## config.mk

```make
export PLATFORM = sky130hd
export DESIGN_NAME = seq_miter_cmp
export DESIGN_NICKNAME = d
export VERILOG_FILES = /design/src/rtl/seq_miter_pkg.sv /design/src/rtl/miter_sync_fifo.sv /design/src/rtl/seq_miter_cmp.sv
export SDC_FILE = /design/constraint.sdc
export NUM_CORES = 1
export LEC_CHECK = 0
export CORE_MARGIN = 3
export CORE_UTILIZATION = 59
export DETAILED_ROUTE_END_ITERATION = 10
export GPL_TIMING_DRIVEN = 0
export PLACE_DENSITY_LB_ADDON = 0.12
export REMOVE_ABC_BUFFERS = 1
export SYNTH_ARGS = -nofsm -noshare
export SYNTH_HDL_FRONTEND = slang
export SYNTH_SLANG_ARGS = --single-unit
```

## constraint.sdc

```tcl
create_clock -name clk -period 4.45 [get_ports clk]
set_clock_uncertainty 0.15 [all_clocks]
set_input_delay 0.89 -clock clk [delete_from_list [all_inputs] [get_ports clk]]
set_output_delay 0.89 -clock clk [all_outputs]
set_load 0.05 [all_outputs]
```

## src/rtl/seq_miter_pkg.sv

```systemverilog
// Shared types and helpers for the streaming gold/gate miter comparator.
// Holds the FSM encoding, the masked compare and the counter saturation value.
package seq_miter_pkg;

   typedef enum logic [1:0] {
      ST_IDLE = 2'd0,
      ST_RUN  = 2'd1,
      ST_FAIL = 2'd2
   } state_t;

   localparam int MAX_W = 64;

   typedef logic [MAX_W-1:0] word_t;

   // Operands are zero-extended to MAX_W by the caller; a set xmask bit
   // removes that bit from the compare.
   function automatic logic masked_mismatch(
      input word_t gold,
      input word_t gate,
      input word_t xmask
   );
      return |((gold ^ gate) & ~xmask);
   endfunction

   function automatic word_t sat_max(input int cnt_w);
      word_t v;
      v = '0;
      for (int i = 0; i < MAX_W; i++) begin
         if (i < cnt_w) begin
            v[i] = 1'b1;
         end
      end
      return v;
   endfunction

endpackage

```

## src/rtl/miter_sync_fifo.sv

```systemverilog
// Single-clock pointer FIFO with an extra wrap bit for full/empty.
// Async active-low reset plus a synchronous flush; head is read combinationally.
module miter_sync_fifo
   import seq_miter_pkg::*;
#(
   parameter int WIDTH = 8,
   parameter int DEPTH = 4
) (
   input  logic             clk,
   input  logic             rst_n,
   input  logic             flush,
   input  logic             push,
   input  logic [WIDTH-1:0] din,
   input  logic             pop,
   output logic [WIDTH-1:0] dout,
   output logic             full,
   output logic             empty
);

   localparam int AW = $clog2(DEPTH);
   localparam logic [AW:0] PTR_ONE = (AW+1)'(1);

   logic [WIDTH-1:0] mem [DEPTH];
   logic [AW:0]      wr_ptr;
   logic [AW:0]      rd_ptr;
   logic             push_ok;
   logic             pop_ok;

   assign push_ok = push && !full;
   assign pop_ok  = pop && !empty;

   assign empty = (wr_ptr == rd_ptr);
   assign full  = (wr_ptr[AW] != rd_ptr[AW]) &&
                  (wr_ptr[AW-1:0] == rd_ptr[AW-1:0]);

   assign dout = mem[rd_ptr[AW-1:0]];

   always_ff @(posedge clk or negedge rst_n) begin
      if (!rst_n) begin
         wr_ptr <= '0;
         rd_ptr <= '0;
      end else if (flush) begin
         wr_ptr <= '0;
         rd_ptr <= '0;
      end else begin
         if (push_ok) begin
            wr_ptr <= wr_ptr + PTR_ONE;
         end
         if (pop_ok) begin
            rd_ptr <= rd_ptr + PTR_ONE;
         end
      end
   end

   // Storage needs no reset: an entry is only read after it was written.
   always_ff @(posedge clk) begin
      if (push_ok && !flush) begin
         mem[wr_ptr[AW-1:0]] <= din;
      end
   end

endmodule

```

## src/rtl/seq_miter_cmp.sv

```systemverilog
// Streaming gold/gate miter: aligns both sides in FIFOs, compares masked pairs.
// Optional property checks are enabled with the SEQ_MITER_ASSERT_EN macro.
module seq_miter_cmp
   import seq_miter_pkg::*;
#(
   parameter int WIDTH        = 8,
   parameter int DEPTH        = 4,
   parameter int CNT_W        = 16,
   parameter int STOP_ON_FAIL = 1
) (
   input  logic             clk,
   input  logic             rst_n,
   input  logic             clr,
   input  logic             gold_valid,
   input  logic [WIDTH-1:0] gold_data,
   input  logic [WIDTH-1:0] gold_xmask,
   output logic             gold_ready,
   input  logic             gate_valid,
   input  logic [WIDTH-1:0] gate_data,
   output logic             gate_ready,
   output logic             cmp_valid,
   output logic             cmp_ok,
   output logic             fail,
   output logic             desync,
   output logic [CNT_W-1:0] cmp_count,
   output logic [CNT_W-1:0] err_count,
   output logic [CNT_W-1:0] first_idx,
   output logic [WIDTH-1:0] first_gold,
   output logic [WIDTH-1:0] first_gate,
   output logic [1:0]       state
);

   localparam int GW = 2 * WIDTH;
   localparam logic [CNT_W-1:0] CNT_MAX = CNT_W'(sat_max(CNT_W));
   localparam logic [CNT_W-1:0] CNT_ONE = CNT_W'(1);
   localparam bit STOP = (STOP_ON_FAIL != 0);

   state_t           st;
   logic [GW-1:0]    g_head;
   logic [WIDTH-1:0] h_gold;
   logic [WIDTH-1:0] h_mask;
   logic [WIDTH-1:0] t_head;
   logic             g_full;
   logic             g_empty;
   logic             t_full;
   logic             t_empty;
   logic             halted;
   logic             gold_push;
   logic             gate_push;
   logic             do_cmp;
   logic             mis;
   logic             desync_now;

   assign halted = STOP && (st == ST_FAIL);

   assign gold_ready = !g_full && !halted;
   assign gate_ready = !t_full && !halted;
   assign gold_push  = gold_valid && gold_ready;
   assign gate_push  = gate_valid && gate_ready;

   assign do_cmp = !g_empty && !t_empty && !halted;

   assign {h_mask, h_gold} = g_head;

   assign mis = masked_mismatch(word_t'(h_gold),
                                word_t'(t_head),
                                word_t'(h_mask));

   assign desync_now = (g_full && t_empty) || (t_full && g_empty);

   assign state = st;

   miter_sync_fifo #(
      .WIDTH (GW),
      .DEPTH (DEPTH)
   ) u_gold_fifo (
      .clk   (clk),
      .rst_n (rst_n),
      .flush (clr),
      .push  (gold_push),
      .din   ({gold_xmask, gold_data}),
      .pop   (do_cmp),
      .dout  (g_head),
      .full  (g_full),
      .empty (g_empty)
   );

   miter_sync_fifo #(
      .WIDTH (WIDTH),
      .DEPTH (DEPTH)
   ) u_gate_fifo (
      .clk   (clk),
      .rst_n (rst_n),
      .flush (clr),
      .push  (gate_push),
      .din   (gate_data),
      .pop   (do_cmp),
      .dout  (t_head),
      .full  (t_full),
      .empty (t_empty)
   );

   always_ff @(posedge clk or negedge rst_n) begin
      if (!rst_n) begin
         st         <= ST_IDLE;
         cmp_valid  <= 1'b0;
         cmp_ok     <= 1'b0;
         fail       <= 1'b0;
         desync     <= 1'b0;
         cmp_count  <= '0;
         err_count  <= '0;
         first_idx  <= '0;
         first_gold <= '0;
         first_gate <= '0;
      end else if (clr) begin
         // A compare due on this edge is dropped along with the FIFOs.
         st         <= ST_IDLE;
         cmp_valid  <= 1'b0;
         cmp_ok     <= 1'b0;
         fail       <= 1'b0;
         desync     <= 1'b0;
         cmp_count  <= '0;
         err_count  <= '0;
         first_idx  <= '0;
         first_gold <= '0;
         first_gate <= '0;
      end else begin
         cmp_valid <= do_cmp;
         cmp_ok    <= do_cmp && !mis;
         if (desync_now) begin
            desync <= 1'b1;
         end
         if (do_cmp) begin
            if (cmp_count != CNT_MAX) begin
               cmp_count <= cmp_count + CNT_ONE;
            end
            if (mis) begin
               if (err_count != CNT_MAX) begin
                  err_count <= err_count + CNT_ONE;
               end
               if (!fail) begin
                  first_idx  <= cmp_count;
                  first_gold <= h_gold;
                  first_gate <= t_head;
               end
               fail <= 1'b1;
               st   <= ST_FAIL;
            end else if (st == ST_IDLE) begin
               st <= ST_RUN;
            end
         end
      end
   end

`ifdef SEQ_MITER_ASSERT_EN
   always @(posedge clk) begin
      if (rst_n && cmp_valid) begin
         assert (cmp_ok);
      end
      if (rst_n) begin
         assert (!desync);
      end
   end

   cover property (@(posedge clk) disable iff (!rst_n) cmp_valid && cmp_ok);
`endif

endmodule
```

---- After elaboration in Yosys (flattened, before gate mapping) ----
Memory sizes are Yosys's and may differ from the RTL's.
Cells that the tools add are included.
word-level totals
  register bits ........................... 82
  memory bits (writable) .................. 96
  output and inout port bits .............. 72
  bits of input ports ..................... 29
  memories kept ........................... 2
  logic and storage cells ................. 119
cells by class
  reduce and logical (&&, ||, !) cells .... 42
  add/sub/neg operators ................... 6
  multiplexer cells ....................... 42
  eq/ne operators ......................... 10
  bitwise gates (word level) .............. 3
memory list
  memory           words  bits a word  read ports  clocked after memory_dff  wr ports  line                   text
  u_gold_fifo.mem  4      16           1           0                         1         miter_sync_fifo.sv:23  logic [WIDTH-1:0] mem [DEPTH];
  u_gate_fifo.mem  4      8            1           0                         1         miter_sync_fifo.sv:23
operator list
  kind                   count
  $mux 16                11
  $and 8x64->64          1
  $mux 8                 8
  $not 8->64             1
  $reduce_or 64->1       1
  $add 16x1->16 const B  2
  $ne 16x16->1 const B   2
  $mux 3                 8
  $reduce_bool 2->1      9
  $logic_and 1x1->1      17
  $add 3x1->3 const B    4
  $mux 1                 11
  $mux 2                 4
  $xor 8x8->8            1
  $logic_not 1->1        7
  $eq 3x3->1             2
  $reduce_and 2->1       3
  $reduce_and 3->1       2
  $eq 2x2->1             2
  $reduce_bool 3->1      1
  $eq 2x2->1 const B     1
  $logic_not 2->1        1
  $ne 1x1->1             2
  $ne 2x2->1 const B     1
  $logic_or 1x1->1       1

---- Logic depth before layout (Yosys ltp) ----
Gate-level depths: netlist of the first run.
  depth after elaboration ................. 9
  depth in mapped cells ................... 10
  mapped depth without buffers ............ 8

---- Modules after synthesis ----
From an unflattened synthesis of the first run, not the netlist that was laid out.
second synthesis, totals
  cells, all modules ...................... 654
  area total of the unflattened synthesis .. 8493.1 um2
by module, submodules not included
  module                         instances  cells an instance  area each (um2)  seq. area each (um2)
  seq_miter_cmp                  1          394                3852.4           1751.7
  miter_sync_fifo (u_gold_fifo)  1          154                2934.1           2072.0
  miter_sync_fifo (u_gate_fifo)  1          106                1706.6           1111.1

---- Worst setup path after synthesis of the first run ----
No wires, ideal clock.
  kind .................................... reg2reg
  start ................................... reg u_gold_fifo.rd_ptr[1]
  end ..................................... mem u_gold_fifo.mem[3][0] in the netlist's numbering, enable pin
  stages on the path, launching flop included .. 9
  clock period less this slack ............ 3.073 ns
  slack ................................... 1.377 ns
  data required time ...................... 3.926 ns
  buffers on the path ..................... 2
  library setup time ...................... 0.374 ns
  data arrival time ....................... 2.549 ns
  cells stage by stage .................... dfrtp_1 > buf_4 > buf_4 > xor2_1 > nor3_1 > nor2_1 > nand2_1 > nor2_1 > and2_1
between the ends
  longest elaborated chain between the ends .. 9
RTL lines
  what                          line                   text
  start: declaration            miter_sync_fifo.sv:25  logic [AW:0] rd_ptr;
  start signal: assignment      miter_sync_fifo.sv:50  rd_ptr <= rd_ptr + PTR_ONE;
  $eq 2x2->1                    miter_sync_fifo.sv:34  (wr_ptr[AW-1:0] == rd_ptr[AW-1:0]);
  $logic_and 1x1->1             miter_sync_fifo.sv:33  assign full = (wr_ptr[AW] != rd_ptr[AW]) &&
  $logic_not 1->1               seq_miter_cmp.sv:56    assign gold_ready = !g_full && !halted;
  $logic_and 1x1->1             seq_miter_cmp.sv:56
  via gold_ready                seq_miter_cmp.sv:17    output logic gold_ready,
  $logic_and 1x1->1             seq_miter_cmp.sv:58    assign gold_push = gold_valid && gold_ready;
  $logic_and 1x1->1             miter_sync_fifo.sv:29  assign push_ok = push && !full;
  $logic_and 1x1->1             miter_sync_fifo.sv:57  if (push_ok && !flush) begin
  $mux 1                        miter_sync_fifo.sv:57
  $mux 1 (not written as such)  miter_sync_fifo.sv:58  mem[wr_ptr[AW-1:0]] <= din;
  end: declaration              miter_sync_fifo.sv:23
The timed path passes the listed nets, and every way through them passes these cells.

---- Final worst setup path of the first run ----
  start ................................... reg u_gold_fifo.rd_ptr[1]
  end ..................................... out gold_ready
between the ends
  longest elaborated chain between the ends .. 4
RTL lines
  what               line
  $eq 2x2->1         miter_sync_fifo.sv:34
  $logic_and 1x1->1  miter_sync_fifo.sv:33
  $logic_not 1->1    seq_miter_cmp.sv:56
  $logic_and 1x1->1  seq_miter_cmp.sv:56
  end: declaration   seq_miter_cmp.sv:17
Every way passes these cells.

==> results of run 1 <==
metal layers:
layer	track usage	vias up	routed length, µm
li1	-	2163	-
met1	0.277	2304	6130
met2	0.378	140	7530
met3	0.0504	28	793
met4	0.0859	0	316
met5	0	-	0
layout make-up:
type	instances	area (µm²)
clock buffers	23	468
clock inverters	9	155
fillers	779	2990
inverters	7	26.3
multi-input cells	329	2530
flip-flops and latches	178	4940
well taps	168	210
repair buffers	102	1040
stage by stage:
step	hold slack (ps)	instance area, µm²	setup slack, ps	instances	utilization
2_1_floorplan	375	7490	566	514	-
3_3_place_gp	348	8700	-981	782	0.704
3_5_place_dp	340	8750	257	784	0.708
4_1_cts	191	9370	274	816	0.758
5_1_grt	198	9370	382	816	0.758
6_report	196	9370	575	816	0.758
worst paths after layout:
| check | cells after the start | slack (ps) | to |
|---|---|---|---|
| hold reg to reg | 2 | 350 | desync$_DFFE_PN0P_ |
| hold / removal | 1 | 200 | first_gold[7]$_DFFE_PN0P_ |
| max in group asynchronous | 2 | 3340 | u_gold_fifo.rd_ptr[0]$_DFFE_PN0P_ |
| min in group clk | 2 | 350 | desync$_DFFE_PN0P_ |
| setup / recovery | 4 | 580 | gold_ready |
| setup reg to reg | 7 | 750 | err_count[9]$_DFFE_PN0P_ |
flip-flops by register name, summed over array words and instances, names as in the netlist, 3 cells and up:
register            cells
u_gold_fifo.mem        64
u_gold_fifo.wr_ptr      3
first_gate              8
first_idx              16
u_gate_fifo.mem        32
first_gold              8
cmp_count              16
u_gold_fifo.rd_ptr      3
u_gate_fifo.wr_ptr      3
err_count              16
u_gate_fifo.rd_ptr      3
cell families after synthesis:
family / Yosys count
multiplexers: 62
flip-flops: 178
XOR/XNOR: 37
buffers and inverters: 32
AND/OR/NAND/NOR: 180
AO/OA/AOI/OAI: 38
adder cells (fa/ha/maj): 12
cells in the final DEF, fill, tap and decap left out, types with 5 or more instances in the layout:
cell,Yosys,final
dfrtp_1,82,81
and4_1,5,5
clkbuf_16,0,17
and3_1,5,5
xnor2_1,25,25
nor2_1,81,81
xor2_1,12,12
mux4_2,24,24
edfxtp_1,96,96
ha_1,12,12
a21oi_1,13,13
clkdlybuf4s50_1,0,98
nand3_1,11,11
inv_1,7,7
mux2i_1,34,34
nand4_1,6,6
and2_1,13,13
nor3_1,12,12
nor2b_1,6,6
nand2_1,26,26
power groups by stage:
stage / Clock, W / Combinational, W / Sequential [W]
after global routing: 0.00164 / 0.00134 / 0.00204
after detailed placement: 0 / 0.00126 / 0.00205
after CTS: 0.00158 / 0.00127 / 0.00202
after floorplan: 0 / 0.000615 / 0.00225
final: 0.00155 / 0.00125 / 0.00201
after global placement: 0 / 0.00122 / 0.00204
worst register-to-register path, cell delays in order, from the launching register on:
cell and delay [ps]:
dfrtp_2 780, mux4_2 640, xnor2_1 150, o22ai_1 320, nor4_2 160, nor2_1 730
and4_1 330, mux2_1 330
==> flow_summary.toml, run 1 <==
[clock_network]
cts_tree = "built"
clk_pin_slew_ps = 60
htree_levels = 4
root_buffer = "clkbuf_16"
max-clock-path-buffers = 2
cts_resized = 0
cts_setup_buffers = 0
clock_latency_ps = 420
holdBufCountCts = 0
cts_made_buffers = 17
clock-sinks = 178

[setup_path]
critPathTopFamily = "flip-flops"
crit_path_top_delay_cell = "dfrtp_1"
path_cells = "xor2_1 > nor3_1 > nor2_1 > clkdlybuf4s50_1"
path_buf_inv = 1
crit_arrival_ps = 2830
startpoint = "u_gold_fifo.rd_ptr[1]$_DFFE_PN0P_"
criticalPathCategory = "reg2out"
slowest_delay_ps = 930
crit_path_end_kind = "output pin"
cp_max_fo = 19
start_kind = "flop"
r2r_start = "u_gold_fifo.rd_ptr[0]$_DFFE_PN0P_"
crit_required_ps = 3410

[yosys]
synth_top_area_cell = "edfxtp_1"
yosys.area_share.simple = 0.113
netlist_instances = 539
synth_top_family_by_area = "multiplexers"
synth_top_area_share = 0.376
post-synth-top-count-cell = "edfxtp_1"
netlist_area_um2 = 7660
yosys_warnings = 0
ys_async_sr_fraction = 0.461
ys_seq_area_frac = 0.644
synthDistinctLibCells = 46
synth-xor-area-share = 0.0423
postSynthAreaPerCell_um2 = 14.2
synth_fa_ha_area_frac = 0.0196
synth_compound_area_frac = 0.0350
synth_area_leaders = "edfxtp_1 38%, dfrtp_1 27%, mux4_2 7.1%"
synth_edf_count = 96
synth_common_cells = "96 x edfxtp_1, 82 x dfrtp_1, 81 x nor2_1"
ys.flop_type = "edfxtp_1"
synth_mux_area_frac = 0.121
ys_seq_elements = 178

[finish]
layout-drive-gt1-share = 0.106
num_antenna_cells = 0
areaGrowthSynthToFinish_pct = 22.4
nNetsFinal = 676

[drt]
vias_per_cell = 5.68
postRouteAntennaNets = 0
drc_errors = 0
num_vias = 4635
first_iter_violations = 343
wl_per_cell_um = 18.1
dr.pass1.iters = 4
wirelength_um = 14800

[timing]
min_period_ps = 3870
slew-limit-headroom = 0.374
fmax_mhz = 258
period_share = 0.871
setup_tns_ps = 0
tightest_slew_ps = 940
setup_viol = 0
rsz0062_at_grt = "false"
hold_viol_final = 0
finalMaxSlewViolations = 0

[grt]
grt_pass1_wl_um = 24400
antenna_found_initial = 0
grt_remaining_overflow = 0
grtUsageTotal = 0.222
grt_pass1_vias = 4756
grt_start_max_net_pins = 92

[power]
combPwrFrac = 0.260
power.share.sequential = 0.418
p_clk_frac = 0.322
internal_power_w = 0.00334
powerDensity_nw_per_um2 = 514
p_leak_nw = 3.70
switchingPower_w = 0.00148
total_power_w = 0.00482
vdd_ir_drop_max_mv = 0.392
swShare = 0.307

[floorplanning]
coreArea_um2 = 12400
rows = 40
start_util = 0.619
io_pins = 101
dieArea_um2 = 14400
die-height_um = 120
chipWidth_um = 120

[status]
status = "complete, no violations"

[flow_run]
max_cap_violations = 0

[placed_design]
numPortBuffers = 100
dp_hpwl_um = 9670
place.gp.congestion = 0.800

[hold_path]
hp-class = "in2async"
(Power assumes the default switching activity.)
==> inputs of run 2 (changes only) <==
SLEW_MARGIN = 0   (was not set)
==> results of run 2 <==
Final layout, timing and power as in run 1 (identical DEF).
==> inputs of run 3 (changes only) <==
CAP_MARGIN = 20   (was not set)
HOLD_SLACK_MARGIN = 0.06   (was not set)
==> flow_summary.toml, run 3 (synthesis gave the netlist of run 1 again) <==
[status]
status = "complete, no violations"

[setup_path]
path_cells = "buf_16 > mux4_2 > xnor2_1 > o22ai_1 > nor4_2 > nor2_1 > and4_1 > mux2_1"
startpoint = "u_gold_fifo.rd_ptr[0]$_DFFE_PN0P_"
reg2reg_slack_ps = 610
path_buf_inv = 1
ff2ff_path_depth = 8
crit_path_top_delay_cell = "nor2_1"
start_kind = "flop"
criticalPathCategory = "reg2reg"
critPathTopFamily = "simple AND/OR/NAND/NOR gates"
slowest_delay_ps = 730
r2r_start = "u_gold_fifo.rd_ptr[0]$_DFFE_PN0P_"
crit_path_end_kind = "flop"
crit_required_ps = 4600
r2r-end = "err_count[9]$_DFFE_PN0P_"
cp_max_fo = 15
crit_arrival_ps = 3990

[grt]
antenna_found_initial = 0
grt_remaining_overflow = 0
grt_pass1_vias = 4787
grt_pass1_wl_um = 24700
grt_start_max_net_pins = 92
grtUsageTotal = 0.224

[timing]
hold_viol_final = 0
tightest_slew_ps = 954
period_share = 0.864
setup_ws_ps = 607
timing.hold.ws_ps = 196
min_period_ps = 3840
setup_tns_ps = 0
rsz0062_at_grt = "false"
slew-limit-headroom = 0.364
fmax_mhz = 260
setup_viol = 0
finalMaxSlewViolations = 0

[power]
power.share.sequential = 0.424
p_clk_frac = 0.306
vdd_ir_drop_max_mv = 0.372
switchingPower_w = 0.00149
powerDensity_nw_per_um2 = 505
p_leak_nw = 3.71
combPwrFrac = 0.270
internal_power_w = 0.00324
swShare = 0.316

[finish]
stdcell_area_um2 = 9360
num_antenna_cells = 0
largest_register_ffs = 64
layout-drive-gt1-share = 0.108
areaGrowthSynthToFinish_pct = 22.3
nNetsFinal = 677
layout_common_cells = "98 x clkdlybuf4s50_1, 96 x edfxtp_1, 82 x dfrtp_1"
final_common_cell = "clkdlybuf4s50_1"
utilization = 0.757

[clock_network]
htree_levels = 4
holdBufCountCts = 0
root_buffer = "clkbuf_16"
clock_latency_ps = 420
max-clock-path-buffers = 2
clock-sinks = 178
cts_resized = 0
clk_pin_slew_ps = 60
cts_tree = "built"
cts_setup_buffers = 0
cts_made_buffers = 17

[placed_design]
place.gp.congestion = 0.800
numPortBuffers = 100
dp_hpwl_um = 9720
place_ws_ps = 621
placed_cell_area_um2 = 8770

[drt]
num_vias = 4640
postRouteAntennaNets = 0
vias_per_cell = 5.68
drc_errors = 0
wl_per_cell_um = 18.5
wirelength_um = 15100
first_iter_violations = 333
dr.pass1.iters = 4

[flow_run]
max_cap_violations = 0

[floorplanning]
dieArea_um2 = 14400
start_util = 0.619
io_pins = 101
chipWidth_um = 120
rows = 40
coreArea_um2 = 12400
die-height_um = 120

[hold_path]
hp-class = "in2async"
[run 3: per-stage QoR]
step | std cells | power, W
2_1_floorplan | 514 | 0.00287
3_3_place_gp | 782 | 0.00326
3_5_place_dp | 785 | 0.00331
4_1_cts | 817 | 0.00477
5_1_grt | 817 | 0.00492
6_report | 817 | 0.00473
[run 3: layout make-up]
class / count / area (µm²)
clock inverters: 8 / 73.8
clock buffers: 24 / 513
inverters: 7 / 26.3
multi-input cells: 329 / 2530
flip-flops and latches: 178 / 4930
fillers: 788 / 3000
well taps: 168 / 210
repair buffers: 103 / 1070
[run 3: metal layers]
metal  wire length (µm)  track usage
met4                325       0.0759
met2               7750        0.374
met1               6190        0.288
met3                866       0.0566
met5                  0            0
[run 3: power groups by stage]
stage | clock network (W) | logic [W] | registers [W]
2_1_floorplan | 0 | 0.000615 | 0.00225
3_3_place_gp | 0 | 0.00122 | 0.00204
3_5_place_dp | 0 | 0.00128 | 0.00203
4_1_cts | 0.00147 | 0.00129 | 0.00200
5_1_grt | 0.00154 | 0.00136 | 0.00202
6_report | 0.00145 | 0.00128 | 0.00200
[run 3: how the worst max path moves through the flow]
stage | slack [ps] | endpoint | cells after the start
global placement | -980 | cmp_count[11]$_DFFE_PN0P_ | 5
global route | 390 | err_count[9]$_DFFE_PN0P_ | 8
finish | 610 | err_count[9]$_DFFE_PN0P_ | 8
CTS | 550 | gold_ready | 4
detailed placement | 620 | err_count[9]$_DFFE_PN0P_ | 8
floorplan | 570 | first_gate[0]$_DFFE_PN0P_ | 7
